**src/rtl/backstabber_axi_pkg.sv**
```systemverilog
// Shared types and constants for the backstabber AXI4 burst slave.
// Holds the burst encoding, response codes, FSM state enums and the
// latched burst-control payload used by the write and read paths.
package backstabber_axi_pkg;

    localparam int unsigned LEN_W   = 8;
    localparam int unsigned SIZE_W  = 3;
    localparam int unsigned BURST_W = 2;
    localparam int unsigned RESP_W  = 2;

    typedef enum logic [BURST_W-1:0] {
        FIXED = 2'd0,
        INCR  = 2'd1,
        WRAP  = 2'd2
    } burst_t;

    // Encoding 2'b11 is reserved by AXI and always answered with SLVERR.
    localparam logic [BURST_W-1:0] BURST_RSVD = 2'b11;

    localparam logic [RESP_W-1:0] OKAY   = 2'b00;
    localparam logic [RESP_W-1:0] SLVERR = 2'b10;

    // Only full 32-bit beats are supported.
    localparam logic [SIZE_W-1:0] SIZE_WORD = 3'd2;

    typedef enum logic [1:0] {
        W_IDLE,
        W_DATA,
        W_RESP
    } wr_state_t;

    typedef enum logic {
        R_IDLE,
        R_DATA
    } rd_state_t;

    // Burst control kept for the lifetime of an accepted transaction.
    typedef struct packed {
        logic [LEN_W-1:0]   len;
        logic [BURST_W-1:0] burst;
    } ax_ctrl_t;

    // WRAP bursts must span 2, 4, 8 or 16 beats.
    function automatic logic wrap_len_ok(input logic [LEN_W-1:0] len);
        return (len == 8'd1) || (len == 8'd3) || (len == 8'd7) || (len == 8'd15);
    endfunction

endpackage

```
**src/rtl/backstabber_burst_addr_gen.sv**
```systemverilog
// Burst word-index generator.
// Ports:
//   req_addr/req_len/req_size/req_burst : live AxADDR channel payload
//   cur_idx/cur_len/cur_burst           : index and control of the burst in flight
//   start_idx_c                         : word index of beat 0 for the request
//   next_idx_c                          : word index following cur_idx
//   legal_c                             : request is servable (else SLVERR)
module backstabber_burst_addr_gen
    import backstabber_axi_pkg::*;
#(
    parameter int unsigned ADDR_W = 8,
    parameter int unsigned IDX_W  = 4
) (
    input  logic [ADDR_W-1:0]  req_addr,
    input  logic [LEN_W-1:0]   req_len,
    input  logic [SIZE_W-1:0]  req_size,
    input  logic [BURST_W-1:0] req_burst,
    input  logic [IDX_W-1:0]   cur_idx,
    input  logic [LEN_W-1:0]   cur_len,
    input  logic [BURST_W-1:0] cur_burst,
    output logic [IDX_W-1:0]   start_idx_c,
    output logic [IDX_W-1:0]   next_idx_c,
    output logic               legal_c
);

    logic [IDX_W-1:0] wrap_mask;
    logic [IDX_W-1:0] incr_idx;

    // Upper address bits fall off in the cast, so addresses alias over the memory.
    always_comb begin
        start_idx_c = IDX_W'(req_addr >> 2);
        legal_c     = (req_size == SIZE_WORD) && (req_burst != BURST_RSVD) &&
                      ((req_burst != BURST_W'(WRAP)) || wrap_len_ok(req_len));

        // For a legal WRAP, len is 2^n-1 and doubles as the in-window bit mask.
        wrap_mask  = IDX_W'(cur_len);
        incr_idx   = cur_idx + IDX_W'(1);
        next_idx_c = cur_idx;
        case (burst_t'(cur_burst))
            INCR:    next_idx_c = incr_idx;
            WRAP:    next_idx_c = (cur_idx & ~wrap_mask) | (incr_idx & wrap_mask);
            default: next_idx_c = cur_idx;
        endcase
    end

endmodule

```
**src/rtl/backstabber_axi4_burst_slave.sv**
```systemverilog
// AXI4 burst slave backed by a small word-addressed register file.
// One outstanding write and one outstanding read, handled by independent
// FSMs; INCR/FIXED/WRAP bursts, ID echo, SLVERR for unsupported requests.
// Ports:
//   ACLK, ARESETN        : clock, asynchronous active-low reset
//   S_AXI_AW* / W* / B*  : write address, write data, write response channels
//   S_AXI_AR* / R*       : read address, read data channels
module backstabber_axi4_burst_slave
    import backstabber_axi_pkg::*;
#(
    parameter int unsigned C_S_AXI_ID_WIDTH   = 1,
    parameter int unsigned C_S_AXI_DATA_WIDTH = 32,
    parameter int unsigned C_S_AXI_ADDR_WIDTH = 8,
    parameter int unsigned C_MEM_DEPTH        = 16
) (
    input  logic                              ACLK,
    input  logic                              ARESETN,
    input  logic [C_S_AXI_ID_WIDTH-1:0]       S_AXI_AWID,
    input  logic [C_S_AXI_ADDR_WIDTH-1:0]     S_AXI_AWADDR,
    input  logic [LEN_W-1:0]                  S_AXI_AWLEN,
    input  logic [SIZE_W-1:0]                 S_AXI_AWSIZE,
    input  logic [BURST_W-1:0]                S_AXI_AWBURST,
    input  logic                              S_AXI_AWVALID,
    output logic                              S_AXI_AWREADY,
    input  logic [C_S_AXI_DATA_WIDTH-1:0]     S_AXI_WDATA,
    input  logic [C_S_AXI_DATA_WIDTH/8-1:0]   S_AXI_WSTRB,
    input  logic                              S_AXI_WLAST,
    input  logic                              S_AXI_WVALID,
    output logic                              S_AXI_WREADY,
    output logic [C_S_AXI_ID_WIDTH-1:0]       S_AXI_BID,
    output logic [RESP_W-1:0]                 S_AXI_BRESP,
    output logic                              S_AXI_BVALID,
    input  logic                              S_AXI_BREADY,
    input  logic [C_S_AXI_ID_WIDTH-1:0]       S_AXI_ARID,
    input  logic [C_S_AXI_ADDR_WIDTH-1:0]     S_AXI_ARADDR,
    input  logic [LEN_W-1:0]                  S_AXI_ARLEN,
    input  logic [SIZE_W-1:0]                 S_AXI_ARSIZE,
    input  logic [BURST_W-1:0]                S_AXI_ARBURST,
    input  logic                              S_AXI_ARVALID,
    output logic                              S_AXI_ARREADY,
    output logic [C_S_AXI_ID_WIDTH-1:0]       S_AXI_RID,
    output logic [C_S_AXI_DATA_WIDTH-1:0]     S_AXI_RDATA,
    output logic [RESP_W-1:0]                 S_AXI_RRESP,
    output logic                              S_AXI_RLAST,
    output logic                              S_AXI_RVALID,
    input  logic                              S_AXI_RREADY
);

    localparam int unsigned IDX_W  = $clog2(C_MEM_DEPTH);
    localparam int unsigned DATA_W = C_S_AXI_DATA_WIDTH;
    localparam int unsigned STRB_W = C_S_AXI_DATA_WIDTH / 8;
    localparam int unsigned ID_W   = C_S_AXI_ID_WIDTH;

    logic [DATA_W-1:0] mem [C_MEM_DEPTH];

    // Write path state
    wr_state_t         w_state, w_state_next;
    logic [IDX_W-1:0]  w_idx, w_idx_next;
    ax_ctrl_t          w_ctrl, w_ctrl_next;
    logic [LEN_W-1:0]  w_cnt, w_cnt_next;
    logic              w_err, w_err_next;
    logic              w_over, w_over_next;
    logic              awready_next, wready_next, bvalid_next;
    logic [ID_W-1:0]   bid_next;
    logic [RESP_W-1:0] bresp_next;
    logic [STRB_W-1:0] mem_we_c;
    logic [IDX_W-1:0]  aw_start_c, w_next_c;
    logic              aw_legal_c;

    // Read path state
    rd_state_t         r_state, r_state_next;
    logic [IDX_W-1:0]  r_idx, r_idx_next;
    ax_ctrl_t          r_ctrl, r_ctrl_next;
    logic [LEN_W-1:0]  r_cnt, r_cnt_next;
    logic              r_err, r_err_next;
    logic              arready_next, rvalid_next, rlast_next;
    logic [ID_W-1:0]   rid_next;
    logic [DATA_W-1:0] rdata_next;
    logic [RESP_W-1:0] rresp_next;
    logic [IDX_W-1:0]  ar_start_c, r_next_c;
    logic              ar_legal_c;

    backstabber_burst_addr_gen #(
        .ADDR_W (C_S_AXI_ADDR_WIDTH),
        .IDX_W  (IDX_W)
    ) u_wr_addr (
        .req_addr    (S_AXI_AWADDR),
        .req_len     (S_AXI_AWLEN),
        .req_size    (S_AXI_AWSIZE),
        .req_burst   (S_AXI_AWBURST),
        .cur_idx     (w_idx),
        .cur_len     (w_ctrl.len),
        .cur_burst   (w_ctrl.burst),
        .start_idx_c (aw_start_c),
        .next_idx_c  (w_next_c),
        .legal_c     (aw_legal_c)
    );

    backstabber_burst_addr_gen #(
        .ADDR_W (C_S_AXI_ADDR_WIDTH),
        .IDX_W  (IDX_W)
    ) u_rd_addr (
        .req_addr    (S_AXI_ARADDR),
        .req_len     (S_AXI_ARLEN),
        .req_size    (S_AXI_ARSIZE),
        .req_burst   (S_AXI_ARBURST),
        .cur_idx     (r_idx),
        .cur_len     (r_ctrl.len),
        .cur_burst   (r_ctrl.burst),
        .start_idx_c (ar_start_c),
        .next_idx_c  (r_next_c),
        .legal_c     (ar_legal_c)
    );

    // Write FSM: next state, registered-output next values, byte enables.
    always_comb begin
        w_state_next = w_state;
        w_idx_next   = w_idx;
        w_ctrl_next  = w_ctrl;
        w_cnt_next   = w_cnt;
        w_err_next   = w_err;
        w_over_next  = w_over;
        awready_next = S_AXI_AWREADY;
        wready_next  = S_AXI_WREADY;
        bvalid_next  = S_AXI_BVALID;
        bid_next     = S_AXI_BID;
        bresp_next   = S_AXI_BRESP;
        mem_we_c     = '0;

        unique case (w_state)
            W_IDLE: begin
                awready_next = 1'b1;
                if (S_AXI_AWVALID && S_AXI_AWREADY) begin
                    w_state_next = W_DATA;
                    awready_next = 1'b0;
                    wready_next  = 1'b1;
                    bid_next     = S_AXI_AWID;
                    w_idx_next   = aw_start_c;
                    w_ctrl_next  = '{len: S_AXI_AWLEN, burst: S_AXI_AWBURST};
                    w_cnt_next   = '0;
                    w_err_next   = !aw_legal_c;
                    w_over_next  = 1'b0;
                end
            end
            W_DATA: begin
                if (S_AXI_WVALID && S_AXI_WREADY) begin
                    // Beats past AWLEN (w_over) and illegal bursts are swallowed.
                    if (!w_err && !w_over) begin
                        mem_we_c = S_AXI_WSTRB;
                    end
                    if (S_AXI_WLAST) begin
                        w_state_next = W_RESP;
                        wready_next  = 1'b0;
                        bvalid_next  = 1'b1;
                        bresp_next   = (w_err || w_over || (w_cnt != w_ctrl.len)) ? SLVERR : OKAY;
                    end else if (w_cnt == w_ctrl.len) begin
                        w_over_next = 1'b1;
                    end else begin
                        w_cnt_next = w_cnt + 8'd1;
                        w_idx_next = w_next_c;
                    end
                end
            end
            W_RESP: begin
                if (S_AXI_BVALID && S_AXI_BREADY) begin
                    w_state_next = W_IDLE;
                    bvalid_next  = 1'b0;
                    awready_next = 1'b1;
                end
            end
            default: w_state_next = W_IDLE;
        endcase
    end

    // Read FSM: data is fetched one cycle ahead so RDATA comes straight from a flop.
    always_comb begin
        r_state_next = r_state;
        r_idx_next   = r_idx;
        r_ctrl_next  = r_ctrl;
        r_cnt_next   = r_cnt;
        r_err_next   = r_err;
        arready_next = S_AXI_ARREADY;
        rvalid_next  = S_AXI_RVALID;
        rid_next     = S_AXI_RID;
        rdata_next   = S_AXI_RDATA;
        rresp_next   = S_AXI_RRESP;
        rlast_next   = S_AXI_RLAST;

        unique case (r_state)
            R_IDLE: begin
                arready_next = 1'b1;
                if (S_AXI_ARVALID && S_AXI_ARREADY) begin
                    r_state_next = R_DATA;
                    arready_next = 1'b0;
                    rvalid_next  = 1'b1;
                    rid_next     = S_AXI_ARID;
                    r_idx_next   = ar_start_c;
                    r_ctrl_next  = '{len: S_AXI_ARLEN, burst: S_AXI_ARBURST};
                    r_cnt_next   = '0;
                    r_err_next   = !ar_legal_c;
                    rdata_next   = ar_legal_c ? mem[ar_start_c] : '0;
                    rresp_next   = ar_legal_c ? OKAY : SLVERR;
                    rlast_next   = (S_AXI_ARLEN == 8'd0);
                end
            end
            R_DATA: begin
                if (S_AXI_RVALID && S_AXI_RREADY) begin
                    if (S_AXI_RLAST) begin
                        r_state_next = R_IDLE;
                        rvalid_next  = 1'b0;
                        rlast_next   = 1'b0;
                        arready_next = 1'b1;
                    end else begin
                        r_cnt_next = r_cnt + 8'd1;
                        r_idx_next = r_next_c;
                        rdata_next = r_err ? '0 : mem[r_next_c];
                        rresp_next = r_err ? SLVERR : OKAY;
                        rlast_next = ((r_cnt + 8'd1) == r_ctrl.len);
                    end
                end
            end
            default: r_state_next = R_IDLE;
        endcase
    end

    // State and registered outputs.
    always_ff @(posedge ACLK or negedge ARESETN) begin
        if (!ARESETN) begin
            w_state       <= W_IDLE;
            w_idx         <= '0;
            w_ctrl        <= '0;
            w_cnt         <= '0;
            w_err         <= 1'b0;
            w_over        <= 1'b0;
            S_AXI_AWREADY <= 1'b0;
            S_AXI_WREADY  <= 1'b0;
            S_AXI_BVALID  <= 1'b0;
            S_AXI_BID     <= '0;
            S_AXI_BRESP   <= '0;
            r_state       <= R_IDLE;
            r_idx         <= '0;
            r_ctrl        <= '0;
            r_cnt         <= '0;
            r_err         <= 1'b0;
            S_AXI_ARREADY <= 1'b0;
            S_AXI_RVALID  <= 1'b0;
            S_AXI_RID     <= '0;
            S_AXI_RDATA   <= '0;
            S_AXI_RRESP   <= '0;
            S_AXI_RLAST   <= 1'b0;
        end else begin
            w_state       <= w_state_next;
            w_idx         <= w_idx_next;
            w_ctrl        <= w_ctrl_next;
            w_cnt         <= w_cnt_next;
            w_err         <= w_err_next;
            w_over        <= w_over_next;
            S_AXI_AWREADY <= awready_next;
            S_AXI_WREADY  <= wready_next;
            S_AXI_BVALID  <= bvalid_next;
            S_AXI_BID     <= bid_next;
            S_AXI_BRESP   <= bresp_next;
            r_state       <= r_state_next;
            r_idx         <= r_idx_next;
            r_ctrl        <= r_ctrl_next;
            r_cnt         <= r_cnt_next;
            r_err         <= r_err_next;
            S_AXI_ARREADY <= arready_next;
            S_AXI_RVALID  <= rvalid_next;
            S_AXI_RID     <= rid_next;
            S_AXI_RDATA   <= rdata_next;
            S_AXI_RRESP   <= rresp_next;
            S_AXI_RLAST   <= rlast_next;
        end
    end

    // Register-file storage; deliberately not reset.
    always_ff @(posedge ACLK) begin
        for (int b = 0; b < int'(STRB_W); b++) begin
            if (mem_we_c[b]) begin
                mem[w_idx][8*b +: 8] <= S_AXI_WDATA[8*b +: 8];
            end
        end
    end

endmodule

```
**config.mk**
```make
export PLATFORM = sky130hd
export DESIGN_NAME = backstabber_axi4_burst_slave
export DESIGN_NICKNAME = d
export VERILOG_FILES = /design/src/rtl/backstabber_axi_pkg.sv /design/src/rtl/backstabber_burst_addr_gen.sv /design/src/rtl/backstabber_axi4_burst_slave.sv
export SDC_FILE = /design/constraint.sdc
export NUM_CORES = 1
export LEC_CHECK = 0
export BUFFER_PORTS_ARGS = -buffer_cell sky130_fd_sc_hd__buf_2
export CAP_MARGIN = 20
export CORE_ASPECT_RATIO = 0.6
export CORE_MARGIN = 8
export CORE_UTILIZATION = 40
export DETAILED_ROUTE_END_ITERATION = 8
export PLACE_DENSITY = 0.56
export SLEW_MARGIN = 15
export SYNTH_ARGS = -nofsm -noshare
export SYNTH_HDL_FRONTEND = slang
export SYNTH_HIERARCHICAL = 1
export SYNTH_SLANG_ARGS = --single-unit
```
**constraint.sdc**
```tcl
create_clock -name ACLK -period 2.6 [get_ports ACLK]
set_clock_uncertainty 0.15 [all_clocks]
set_input_delay 0.13 -clock ACLK [delete_from_list [all_inputs] [get_ports ACLK]]
set_output_delay 0.13 -clock ACLK [all_outputs]
set_load 0.02 [all_outputs]
```
Word level (Yosys, flattened, before mapping)
Memories as Yosys holds them, arrays and structs flattened. Cells that the tools add are included.

Equal/unequal tests: 35. Mux-type cells: 81. Bitwise gates (word level): 9. Reductions and logical operators: 43. Add/subtract/negate cells: 4.

Operators by type and width (count): $mux W32 (5); $pmux W32 S2 (1); $mux W8 (7); $mux W4 (10); $mux W1 (32); $pmux W4 S2 (4); $pmux W8 S2 (2); $ne A2 B2 Y1 const B (14); $mux W2 (10); $add A8 B1 Y8 const B (2); $and A4 B4 Y4 (4); $eq A8 B1 Y1 const B (2); $eq A8 B2 Y1 const B (2); $eq A8 B3 Y1 const B (2); $eq A8 B4 Y1 const B (2); $eq A8 B8 Y1 (2); $pmux W1 S2 (8); $reduce_and A4 Y1 (3); $logic_and A1 B1 Y1 (10); $logic_or A1 B1 Y1 (10); $reduce_and A2 Y1 (5); $reduce_and A5 Y1 (2); $reduce_and A3 Y1 (3); $add A4 B1 Y4 const B (2); other kinds (16) (28).

Bits of input ports: 88. Output and inout bits: 44. Register bits after elaboration: 94. Memories kept: 1. Bits in writable memories: 512. Logic and storage cells: 197.

Memories: mem (depth 16, width 32, rd ports 2, clocked after memory_dff 0, write ports 1, RTL line backstabber_axi4_burst_slave.sv:54) `logic [DATA_W-1:0] mem [C_MEM_DEPTH];`.

Logic depth before layout (Yosys ltp)
Depth after elaboration: 9. Depth in mapped cells: 11. Gate-level depth less buffers: 9.

By module
The synthesis kept the hierarchy.

By module, submodules not included: backstabber_axi4_burst_slave (cells an instance 1646, times used 1, area an instance 27720.3 um^2); backstabber_burst_addr_gen at u_rd_addr (cells an instance 39, times used 1, area an instance 256.5 um^2); backstabber_burst_addr_gen at u_wr_addr (cells an instance 38, times used 1, area an instance 255.2 um^2).

Least setup slack after synthesis
Ideal clock, no wire load.

Kind: register -> register. From: reg r_ctrl[0] (netlist bit). To: reg S_AXI_RDATA[10]. Data arrival time: 2.572 ns. Path slack: -0.265 ns. Required time: 2.308 ns. Buffers on the path: 2. Stages on the path, launching flop included: 12. Library setup time: 0.142 ns. Cell sequence: dfrtp_1 inv_1 ha_1 nor2_1 mux2i_1 o211ai_1 buf_2 buf_2 mux4_2 a22o_1 nor2_1 o221ai_1.

Cells in the longest elaborated chain, start to end: 7. Elaborated cells between the ends (all ways): 8. Those cells by class: eq/ne: 2; mux: 5; memory: 1.

RTL lines: from (decl) (RTL line backstabber_axi4_burst_slave.sv:73) `ax_ctrl_t r_ctrl, r_ctrl_next;`; from (signal assigned) (RTL line backstabber_axi4_burst_slave.sv:265) `r_ctrl <= r_ctrl_next;`; $eq A2 B2 Y1 or $eq A2 B1 Y1 (tied branches) (RTL line backstabber_burst_addr_gen.sv:39) `case (burst_t'(cur_burst))`; $pmux W4 S2 * (RTL line backstabber_burst_addr_gen.sv:39); named net r_next_c[0] (RTL line backstabber_axi4_burst_slave.sv:80) `logic [IDX_W-1:0] ar_start_c, r_next_c;`; $mem_v2 Z16 W32 *; $mux W32 * (RTL line backstabber_axi4_burst_slave.sv:216) `rdata_next = r_err ? '0 : mem[r_next_c];`; $mux W32 * (RTL line backstabber_axi4_burst_slave.sv:208) `if (S_AXI_RLAST) begin`; $mux W32 * (RTL line backstabber_axi4_burst_slave.sv:207) `if (S_AXI_RVALID && S_AXI_RREADY) begin`; $pmux W32 S2 * (RTL line backstabber_axi4_burst_slave.sv:189) `unique case (r_state)`; to (signal assigned) (RTL line backstabber_axi4_burst_slave.sv:271) `S_AXI_RDATA <= rdata_next;`; to (decl) (RTL line backstabber_axi4_burst_slave.sv:42) `output logic [C_S_AXI_DATA_WIDTH-1:0] S_AXI_RDATA,`.

Mark *: on every way through the listed nets, which the timed path passes. The rest lies on a longest branch. The select of a mux whose other input is x is not followed. A chain may end at the register's enable or synchronous reset.

Worst setup path in the final report
From: reg r_ctrl[0] (netlist bit). To: reg S_AXI_RDATA[19].

The elaborated chain is that of the path after synthesis.

==> metrics.yaml <==
vdd_drop_max_v: 0.0005928
drtIter0Drc: 2010
cts-root-to-sink-buffers: 3
wire_length_per_cell_after_detailed_routing_microns: 27.60
worstPathCellList: "inv_2 -> ha_4 -> nor2_4 -> mux2i_1 -> o211ai_1 -> buf_6 -> buf_12 -> clkbuf_16 -> mux4_2 -> a22o_1 -> nor2_1 -> o221ai_1"
powerDensity_nw_per_um2: 968.5
final_net_count: 2132
antenna_violations_before_repair: 1
yosysWarnings: 6
clk_tree_root_cell: "sky130_fd_sc_hd__clkbuf_16"
cts_tree: "yes"
crit_path_start_kind: "register"
dr.pass1.iters: 5
worst_setup_hold_path_clk_slew_ns: 0.06
setup-tns-final_ns: -6.149
hp-start: "S_AXI_ARADDR[2]"
core_area_sq_um: 69820
finalWorstPathRequiredPeriod_ns: 2.855
die_height_microns: 221.8
failed_checks: "negative setup slack"
synthesis.area_sq_um: 28230
syn-mean-instance-area_sq_um: 16.39
max_cap_viol_count: 0
cpPeakStageDelay_ns: 0.50
endpoint: "S_AXI_RDATA[19]$_DFFE_PN0P_"
floorplan.initialDensity_pct: 40.44
fmax_mhz: 350.3
final_hold_viol_count: 0
area_delta_synth_final_pct: 20.64
reg2reg_to: "S_AXI_RDATA[19]$_DFFE_PN0P_"
critical-path-top-delay-family: "buffers and inverters"
power.static_leakage_uw: 0.01203
yosys_most_used_dff: "sky130_fd_sc_hd__edfxtp_1"
drc_errors: 0
num_rows: 75
muxShareOfSynthArea_pct: 21.69
portion_of_total_power_attributed_to_the_clock_network_pct: 24.7
postSynthRegisterBits: 604
seqPwrFrac_pct: 35.7
relSlewSlack_pct: 55.65
maximum_number_of_pins_on_one_net_before_global_route_repair: 56
hold_path_class: "input pin to register"
port_buffers: 121
drt-vias-per-instance: 5.997
wp_depth: 12
synth.yosys.seq_area_share_pct: 62.61
postRouteWirelength_mm: 83.00
globalRouteMet1Util_pct: 30.46
grt_pass1_vias: 18190
endpoint_kind: "register"
postLayoutCoreUtil_pct: 48.78
reg2reg_depth: 12
grt-busiest-layer: "met1"
post-route-period-util_pct: 109.8
global_route_wire_length_before_repair_mm: 121.7
cts_made_buffers: 56
simple_gate_share_of_the_synthesized_area_pct: 5.079
drive_gt1_share_pct: 28.53
fin_ws_ns: -0.2548
cp_slowest_cell: "sky130_fd_sc_hd__mux4_2"
use_met3_pct: 4.062
worst-endpoint-arrival_ns: 3.18
cp_num_buf_inv: 4
post_synth_xor_area_fraction_pct: 0.5584
outcome: "finished, violations left"
synthAdderAreaFrac_pct: 0.3545
pre_cts_slack_ns: -0.3186
cts.sinks: 604
p_sw_share_pct: 31.87
cp_data_required_time_ns: 2.92
ioPinCount: 132
worst_r2r_startpoint: "r_ctrl[0]$_DFFE_PN0P_"
dieArea_sq_um: 79620
timing_max_transition_violations_final: 0
antenna_violating_nets_post_route: 0
finalSetupViolCount: 32
critPathLaunch: "r_ctrl[0]$_DFFE_PN0P_"
synth_compound_area_share_pct: 7.361
grt_remaining_overflow: 0
worstSetupPathType: "register to register"
netlist-cell-type-count: 67
reg2reg_setup_slack_ns: -0.25
met2_usage_in_global_routing_pct: 30.12
logic_gate_share_of_total_power_pct: 39.6
dp.final_hpwl_mm: 52.66
net_switching_power_uw: 10510
main_combinational_cell_family_by_area_after_synthesis: "multiplexers"
max_slew.worst_pin.slew_ns: 0.6633
syn-instance-count: 1723
grt.total_usage_pct: 20.25
worstSkewPairLatency_ns: 0.62
routabilityCongestion: 0.8166
synth-edff-count: 512
vias: 18030
critical_path.max_fanout: 7
die_x_microns: 359.0
htreeDepth: 2
grt_setup_unrepaired: "yes"
intPower_uw: 22480
async_reset_ff_share_pct: 15.23
[area by class of cell]
type | count | area (sq um)
Fill cell | 5835 | 35760
Sequential cell | 604 | 17680
Multi-Input combinational cell | 982 | 10000
Timing Repair Buffer | 382 | 3418
Clock buffer | 80 | 1573
Tap cell | 924 | 1156
Clock inverter | 24 | 191.4
Inverter | 10 | 37.54
Antenna cell | 1 | 2.502
[layout by cell type (no fill, tap or decap), types with 5 or more instances in the layout]
cell                            Yosys  routed
sky130_fd_sc_hd__edfxtp_1         512     512
sky130_fd_sc_hd__mux4_2           192     192
sky130_fd_sc_hd__mux2i_1          163     163
sky130_fd_sc_hd__buf_2             39     118
sky130_fd_sc_hd__nor2_1           120     115
sky130_fd_sc_hd__buf_4             22     114
sky130_fd_sc_hd__nand2_1          112     112
sky130_fd_sc_hd__dlygate4sd3_1      0      97
sky130_fd_sc_hd__dfrtp_1           92      92
sky130_fd_sc_hd__a22o_1            70      70
sky130_fd_sc_hd__clkbuf_16          0      59
sky130_fd_sc_hd__a22oi_1           55      55
sky130_fd_sc_hd__buf_12             0      34
sky130_fd_sc_hd__a32oi_1           27      27
sky130_fd_sc_hd__o221ai_1          27      27
sky130_fd_sc_hd__o21ai_0           24      24
sky130_fd_sc_hd__nand3_1           20      19
sky130_fd_sc_hd__clkbuf_1          52      17
sky130_fd_sc_hd__mux2_2            15      15
sky130_fd_sc_hd__xnor2_1           14      14
sky130_fd_sc_hd__nor3_1            10      10
sky130_fd_sc_hd__a21oi_1           11      10
sky130_fd_sc_hd__clkinv_2           0      10
sky130_fd_sc_hd__inv_1             10       9
sky130_fd_sc_hd__clkinv_1           0       9
sky130_fd_sc_hd__buf_8              0       8
sky130_fd_sc_hd__nor2b_1           11       7
sky130_fd_sc_hd__nand2b_1           7       7
sky130_fd_sc_hd__ha_1               8       7
sky130_fd_sc_hd__nand4_1            6       6
sky130_fd_sc_hd__o31ai_1            6       6
sky130_fd_sc_hd__clkbuf_8           0       6
sky130_fd_sc_hd__buf_6              1       6
sky130_fd_sc_hd__nor2_4             0       5
sky130_fd_sc_hd__a221oi_1           5       5
sky130_fd_sc_hd__a222oi_1           5       5
sky130_fd_sc_hd__o21ai_1            5       5
sky130_fd_sc_hd__a31oi_1            5       5
sky130_fd_sc_hd__o211ai_1           5       5
[routing by layer]
layer / routed length (microns) / vias up
li1: - / 7686
met2: 35860 / 870
met4: 1741 / 0
met3: 7673 / 128
met1: 37730 / 9348
met5: 0 / -
[sequential cells by signal, summed over array words and instances, names as in the netlist, 2 cells and up]
register / cells
S_AXI_RDATA: 32
r_ctrl: 10
w_idx: 4
w_ctrl: 10
w_cnt: 8
r_idx: 4
mem: 512
r_cnt: 8
w_state: 2
[worst register-to-register path, stage by stage (launching register included)]
cell and delay (ns):
sky130_fd_sc_hd__dfrtp_1 0.39, sky130_fd_sc_hd__inv_2 0.08, sky130_fd_sc_hd__ha_4 0.21, sky130_fd_sc_hd__nor2_4 0.09
sky130_fd_sc_hd__mux2i_1 0.08, sky130_fd_sc_hd__o211ai_1 0.20, sky130_fd_sc_hd__buf_6 0.19, sky130_fd_sc_hd__buf_12 0.18
sky130_fd_sc_hd__clkbuf_16 0.19, sky130_fd_sc_hd__mux4_2 0.50, sky130_fd_sc_hd__a22o_1 0.25, sky130_fd_sc_hd__nor2_1 0.10
sky130_fd_sc_hd__o221ai_1 0.12
[stage by stage]
stage	power [uW]	hold WS [ns]	area [sq um]	instances
6_report	32990	0.04731	34060	3007
2_1_floorplan	19950	-0.3156	28340	1724
5_1_grt	34450	0.1011	34060	3007
3_3_place_gp	23660	0.02361	31050	2792
3_5_place_dp	23830	0.02789	31050	2792
4_1_cts	32880	0.02235	33990	3002
[power groups by stage]
stage / clock (uW) / combinational, uW / sequential, uW
6_report: 8140 / 13100 / 11800
4_1_cts: 8290 / 12800 / 11800
2_1_floorplan: 0 / 7980 / 12000
3_3_place_gp: 0 / 11700 / 12000
3_5_place_dp: 0 / 11900 / 12000
5_1_grt: 8650 / 14000 / 11800
[repair_timing]
action | CTS | global route
buffers inserted | 5 | 7
resized for setup | 19 | 11
gates cloned | 3 | 2
hold endpoints to repair | 661 | 0
hold buffers | 98 | 0
pin swaps | 22 | 31
endpoints found under the setup margin | 32 | 32
[logic make-up after synthesis]
logic type / after synthesis
DFF: 604
muxes: 370
and+or+nand+nor: 319
AOI/OAI and AO/OA: 265
buffers and inverters: 138
xor gates and xnor gates: 18
adders and majority gates: 8
other: 1
[worst min-delay path by stage]
stage                                  end  slack [ns]  depth (start not counted)
2_1_floorplan    S_AXI_ARREADY$_DFFE_PN0P_       -0.32                          0
3_3_place_gp   S_AXI_RDATA[22]$_DFFE_PN0P_        0.02                          1
3_5_place_dp   S_AXI_RDATA[22]$_DFFE_PN0P_        0.03                          1
4_1_cts         S_AXI_RDATA[6]$_DFFE_PN0P_        0.02                          5
5_1_grt         S_AXI_RDATA[6]$_DFFE_PN0P_        0.10                          5
6_report        S_AXI_RDATA[6]$_DFFE_PN0P_        0.05                          5
[synthesized netlist by cell type (24+ instances only)]
master                     count  area share, %
sky130_fd_sc_hd__edfxtp_1    512             54
sky130_fd_sc_hd__mux4_2      192             15
sky130_fd_sc_hd__mux2i_1     163            5.8
sky130_fd_sc_hd__nor2_1      120            1.6
sky130_fd_sc_hd__nand2_1     112            1.5
sky130_fd_sc_hd__dfrtp_1      92            8.2
sky130_fd_sc_hd__a22o_1       70            2.2
sky130_fd_sc_hd__a22oi_1      55            1.5
sky130_fd_sc_hd__clkbuf_1     52           0.69
sky130_fd_sc_hd__buf_2        39           0.69
sky130_fd_sc_hd__a32oi_1      27           0.84
sky130_fd_sc_hd__o221ai_1     27           0.84
sky130_fd_sc_hd__o21ai_0      24           0.43
Note: power is estimated with default switching activity, not from simulation.
